==> src/rtl/controlador_cabine.sv <==
// Elevator car controller: timed floor-by-floor travel and door
// open/dwell/close sequencing with obstruction reopen.
module controlador_cabine #(
  parameter int CICLOS_ANDAR     = 4,
  parameter int CICLOS_PORTA     = 6,
  parameter int CICLOS_PORTA_MOV = 2
) (
  input  logic       clock_in,
  input  logic       reset_n,
  input  logic [1:0] proximo_andar,
  input  logic       pedido_andar_atual,
  input  logic       obstaculo,
  output logic [1:0] andar_atual,
  output logic       movimento_elevador,
  output logic       indicador_porta_aberta,
  output logic       porta_fechada,
  output logic       em_movimento
);

  typedef enum logic [2:0] {
    OCIOSO,
    MOVENDO,
    ABRINDO,
    PORTA_ABERTA,
    FECHANDO
  } estado_t;

  localparam logic [7:0] FIM_ANDAR = 8'(CICLOS_ANDAR - 1);
  localparam logic [7:0] FIM_PORTA = 8'(CICLOS_PORTA - 1);
  localparam logic [7:0] FIM_MOV   = 8'(CICLOS_PORTA_MOV - 1);

  estado_t    estado;
  logic [7:0] cnt;
  logic [2:0] flags;

  // Output flags {door open, door closed, moving} for a given state,
  // loaded together with the state so outputs stay registered.
  function automatic logic [2:0] saidas(estado_t e);
    logic [2:0] s;
    s = 3'b010;
    case (e)
      OCIOSO:       s = 3'b010;
      MOVENDO:      s = 3'b011;
      ABRINDO:      s = 3'b000;
      PORTA_ABERTA: s = 3'b100;
      FECHANDO:     s = 3'b000;
      default:      s = 3'b010;
    endcase
    return s;
  endfunction

  assign {indicador_porta_aberta, porta_fechada, em_movimento} = flags;

  // Car FSM: state, shared phase counter, floor, direction, flags.
  always_ff @(posedge clock_in or negedge reset_n) begin
    if (!reset_n) begin
      estado             <= OCIOSO;
      cnt                <= 8'd0;
      andar_atual        <= 2'd0;
      movimento_elevador <= 1'b1;
      flags              <= 3'b010;
    end else begin
      case (estado)
        OCIOSO: begin
          if (pedido_andar_atual) begin
            estado <= ABRINDO;
            cnt    <= 8'd0;
            flags  <= saidas(ABRINDO);
          end else if (proximo_andar != andar_atual) begin
            movimento_elevador <= (proximo_andar > andar_atual);
            estado <= MOVENDO;
            cnt    <= 8'd0;
            flags  <= saidas(MOVENDO);
          end
        end
        MOVENDO: begin
          if (cnt == FIM_ANDAR) begin
            if (movimento_elevador && andar_atual != 2'd3)
              andar_atual <= andar_atual + 2'd1;
            else if (!movimento_elevador && andar_atual != 2'd0)
              andar_atual <= andar_atual - 2'd1;
            estado <= OCIOSO;
            cnt    <= 8'd0;
            flags  <= saidas(OCIOSO);
          end else begin
            cnt <= cnt + 8'd1;
          end
        end
        ABRINDO: begin
          if (cnt == FIM_MOV) begin
            estado <= PORTA_ABERTA;
            cnt    <= 8'd0;
            flags  <= saidas(PORTA_ABERTA);
          end else begin
            cnt <= cnt + 8'd1;
          end
        end
        PORTA_ABERTA: begin
          if (obstaculo) begin
            cnt <= 8'd0;
          end else if (cnt == FIM_PORTA) begin
            estado <= FECHANDO;
            cnt    <= 8'd0;
            flags  <= saidas(FECHANDO);
          end else begin
            cnt <= cnt + 8'd1;
          end
        end
        FECHANDO: begin
          if (obstaculo) begin
            estado <= ABRINDO;
            cnt    <= 8'd0;
            flags  <= saidas(ABRINDO);
          end else if (cnt == FIM_MOV) begin
            estado <= OCIOSO;
            cnt    <= 8'd0;
            flags  <= saidas(OCIOSO);
          end else begin
            cnt <= cnt + 8'd1;
          end
        end
        default: begin
          estado <= OCIOSO;
          cnt    <= 8'd0;
          flags  <= saidas(OCIOSO);
        end
      endcase
    end
  end

endmodule

==> config.mk <==
export PLATFORM = sky130hd
export DESIGN_NAME = controlador_cabine
export DESIGN_NICKNAME = d
export VERILOG_FILES = /design/src/rtl/controlador_cabine.sv
export SDC_FILE = /design/constraint.sdc
export NUM_CORES = 1
export LEC_CHECK = 0
export CORE_MARGIN = 3
export CORE_UTILIZATION = 49
export DETAILED_ROUTE_END_ITERATION = 7
export PLACE_DENSITY = 0.74
export SYNTH_ARGS = -nofsm -noshare
export SYNTH_HDL_FRONTEND = slang
export SYNTH_SLANG_ARGS = --single-unit
==> constraint.sdc <==
create_clock -name clock_in -period 1.8 [get_ports clock_in]
set_input_delay 0.27 -clock clock_in [delete_from_list [all_inputs] [get_ports clock_in]]
set_output_delay 0.27 -clock clock_in [all_outputs]
set_load 0.005 [all_outputs]
* Yosys cells after proc, flatten, opt, wreduce, memory -nomap -nowiden
Cells that the tools add are included.
** Word-level totals
- Input port bits :: 6
- Output and inout bits :: 6
- Register bits :: 17
- Word-level logic and storage cells :: 62
** Operators by class
- Bitwise logic cells :: 1
- Magnitude comparators :: 1
- Reductions and logical operators :: 9
- Equal/unequal tests :: 15
- Muxes and demuxes :: 28
- Add/subtract/negate cells :: 3
** Operators with widths (number)
- $mux 8 :: 7
- $mux 3 :: 16
- $pmux 8 s5 :: 1
- $pmux 3 s5 :: 2
- $ne 2x2->1 const B :: 5
- $add 8x1->8 const B :: 1
- $eq 8x1->1 const B :: 1
- $eq 8x2->1 const B :: 1
- $eq 8x3->1 const B :: 1
- $eq 3x2->1 const B :: 2
- $ne 3x3->1 const B :: 2
- $reduce_and 3->1 :: 2
- $reduce_and 6->1 :: 1
- $mux 2 :: 2
- $reduce_bool 2->1 :: 2
- $eq 3x1->1 const B :: 1
- $eq 3x3->1 const B :: 1
- $logic_not 3->1 :: 1
- $add 2x1->2 const B :: 1
- $gt 2x2->1 :: 1
- $logic_and 1x1->1 :: 2
- $ne 2x2->1 :: 1
- $sub 2x1->2 const B :: 1
- $logic_not 1->1 :: 1
- $not 1->1 :: 1

* Depth between registers and ports, before layout
- Depth in word-level cells :: 4
- Gate-level depth with buffers :: 8
- Depth with buffers taken out :: 8

* Least setup slack after synthesis
No wires, ideal clock.
- Path type :: reg2reg
- Start point :: register estado[0]
- End point :: register cnt[4]
- Path buffers :: 0
- Period minus slack after synthesis :: 1.899 ns
- Arrival :: 1.825 ns
- Cell stages (with the launch flop) :: 7
- Slack :: -0.099 ns
- Required time :: 1.726 ns
- Setup time :: 0.074 ns
- Cells stage by stage :: dfrtp_1 or4b_4 nand3_2 nor2_1 o31a_1 or3_1 o21ai_2
** Between the ends
- Cells in the longest elaborated chain, start to end :: 2
- Elaborated cells between the ends (all ways) :: 7
- Those cells by class :: eq/ne: 5; mux: 1; reduce/logical: 1
** Ends and longest elaborated chain
- from (decl) :: line 32 : estado_t estado;
- from (signal assigned) :: line 57 : estado <= OCIOSO;
- from (signal assigned) :: line 66 : estado <= ABRINDO;
- from (signal assigned) :: line 71 : estado <= MOVENDO;
- $eq 3x3->1, or another cell as far along :: line 63 : case (estado)
- $pmux 8 s5 or $ne 3x3->1 (tied branches)
- to (signal assigned) :: line 86 : cnt <= cnt + 8'd1;
- to (signal assigned) :: line 95 : cnt <= cnt + 8'd1;
- to (signal assigned) :: line 106 : cnt <= cnt + 8'd1;
- to (decl) :: line 33 : logic [7:0] cnt;
Several ways; a longest one is shown, not always the timed one.
A chain may end at the register's enable or synchronous reset.

* Worst setup path in the final report
- Start point :: register estado[1]
- End point :: register cnt[5]
The elaborated chain is that of the path after synthesis.

==> impl_metrics.yaml <==
cts:
  cts_max_path_buffers: 2
  htree_levels: 1
  cts.sinks: 17
  insertion_delay_ps: 290
  cts_root_buffer: "clkbuf_4"
  cts_tree: "done"
  clk_pin_slew_ps: 90
  numCtsBuffers: 3
logic_synthesis:
  yosysSeqAreaShare_pct: 38.9
  ys_seq_elements: 17
  synth_edf_count: 0
  yosysWarningCount: 0
  synth_nets: 132
  yosysUniqueCellTypes: 39
  avgSynthCellArea_um2: 9.03
  syn-cell-area_um2: 1100
  synthCells: 122
  synthArstFlopShare_pct: 100
  yosys_most_used_dff: "dfrtp_1"
grt:
  grt_pass1_wl_um: 4250
  grt_max_degree: 18
  antenna_found_initial: 0
  track_usage_pct: 20.6
  overflow: 0
  grt_pass1_vias: 1001
routing:
  first_pass_iters: 4
  num_vias: 1081
  wire_per_inst_um: 14.2
  drt_iter0_markers: 14
  wl_um: 2760
  via_per_inst: 5.57
  drtAntennaViolNets: 0
  drcViolationCount: 0
critical_path:
  crit_fanout: 8
  worst-endpoint-required_ps: 2030
  critPathKind: "reg2reg"
  end_kind: "register"
  cp.arrival_ps: 2200
  crit_path_start_kind: "register"
floorplanning:
  die_w_um: 53.4
  dieArea_um2: 2850
  start_util_pct: 53.9
  core-area_um2: 2040
  rows: 16
  ios: 12
  die_height_um: 53.4
layout:
  final_cell_mix: "buf_4 (32), dfrtp_1 (13), nor2_1 (11), clkdlybuf4s50_1 (11), a21oi_1 (10)"
  fillers: 146
  multi_input_area_um2: 732
  finalNetCount: 178
  antennaDiodeCount: 0
  final_common_cell: "buf_4"
  seq_area_um2: 430
  layout-drive-gt1-share_pct: 41.9
  syn_to_final_growth_pct: 46.6
place:
  pre_cts_slack_ps: -453
  routabilityCongestion: 0.814
  hpwl_um: 1970
  portBuffers: 11
sta:
  slew_headroom_pct: 76.1
  layout_min_cycle_time_ps: 1960
  slew_viol_final: 0
  worstMarginPinSlew_ps: 358
  min_period_over_period_pct: 109
  fin_ws_ps: -163
  hold_viol_final: 0
  setup_viol: 13
  fin_skew_ps: 1.24
  rsz0062_at_grt: "yes"
  max_freq_mhz: 509
  tns_ps: -1090
pwr:
  clock_power_share_pct: 8.4
  pwr-share-comb_pct: 66.5
  power.leakage_nw: 0.681
  p_switching_w: 0.00101
  p_int_w: 0.00144
  p_per_area_nw_per_um2: 1520
  seqPwrFrac_pct: 25.1
  ir_drop_uv: 1460
  p_sw_share_pct: 41.2
worst_hold_path:
  hold_path_class: "in2async"
status:
  violations: "negative setup slack"
  status: "finished, violations left"
job:
  cap_violations: 0
timing repair:
item	CTS	global route
hold buffers	0	0
gates resized for setup	3	17
pin swaps	3	8
setup buffers	3	1
endpoints found under the setup margin	16	16
power groups by stage:
| stage | clock network, W | registers, W | logic (W) |
|---|---|---|---|
| detailed placement | 0 | 0.000623 | 0.00136 |
| global placement | 0 | 0.000612 | 0.00130 |
| floorplan | 0 | 0.000584 | 0.000838 |
| CTS | 0.000214 | 0.000607 | 0.00142 |
| finish | 0.000206 | 0.000615 | 0.00163 |
| global route | 0.000226 | 0.000629 | 0.00179 |
per-stage QoR:
| step | std cells | area (um^2) | total power [W] | hold WS (ps) | utilization [%] |
|---|---|---|---|---|---|
| 2_1_floorplan | 122 | 1140 | 0.00142 | -25.6 | - |
| 3_3_place_gp | 186 | 1470 | 0.00192 | 461 | 72.0 |
| 3_5_place_dp | 186 | 1470 | 0.00198 | 468 | 72.0 |
| 4_1_cts | 193 | 1530 | 0.00224 | 289 | 74.7 |
| 5_1_grt | 194 | 1610 | 0.00264 | 286 | 79.0 |
| 6_report | 194 | 1610 | 0.00245 | 285 | 79.0 |
cells by family (layout without fill, tap and decap cells):
family                     count (synthesis)  after routing  share of synthesized area, %
and+or+nand+nor                           54             54                          27.7
buffers and inverters                      9             54                          5.11
muxes                                      2              2                          1.82
DFF                                       17             17                          38.9
adders and majority gates                  4              4                          4.55
xor gates and xnor gates                   1              1                         0.796
AOI/OAI and AO/OA                         35             35                          21.1
final cells by class:
type	count	share of cell area, %
Multi-Input combinational cell	96	45.3
Sequential cell	17	26.7
Timing Repair Buffer	45	23.1
Tap cell	27	2.09
Clock buffer	4	1.63
Inverter	5	1.16
worst max-delay path, stage by stage (launching register included):
cell,delay (ps)
dfrtp_2,450
or4b_4,530
nand3_2,90
nor3_2,40
o31a_1,380
or3_1,350
o21ai_2,60
path summary, 6_finish.rpt:
check	startpoint	end	slack, ps	depth (start not counted)
worst max-delay path	estado[1]	cnt[5]	-160	6
worst min-delay path	reset_n	flags[2]	280	2
worst max register to register	estado[1]	cnt[5]	-160	6
worst min register to register	flags[1]	flags[1]	500	2
max in group asynchronous	reset_n	movimento_elevador	1260	2
min in group clock_in	flags[1]	flags[1]	500	2
Yosys cell counts (4+ instances only):
| cell type | number | area, um^2 |
|---|---|---|
| o21ai_2 | 4 | 35.0 |
| nor2_1 | 11 | 41.3 |
| nand3_1 | 4 | 20.0 |
| o21ai_0 | 7 | 35.0 |
| nand2b_1 | 4 | 25.0 |
| dfrtp_1 | 15 | 375 |
| or3_1 | 6 | 37.5 |
| inv_1 | 5 | 18.8 |
| nor3_1 | 5 | 25.0 |
| nand2_1 | 10 | 37.5 |
| a21oi_1 | 11 | 55.1 |
| ha_1 | 4 | 50.1 |
per-layer routing:
layer	up-vias	wire length (um)	track usage, %
li1	539	-	-
met1	515	1200	24.2
met2	20	1410	36.1
met3	7	107	6.20
met4	0	38	5.11
met5	-	0	0
registers in the layout, summed over array words and instances (netlist names):
name	count
andar_atual	2
movimento_elevador	1
estado	3
cnt	8
flags	3
(Power assumes the default switching activity.)
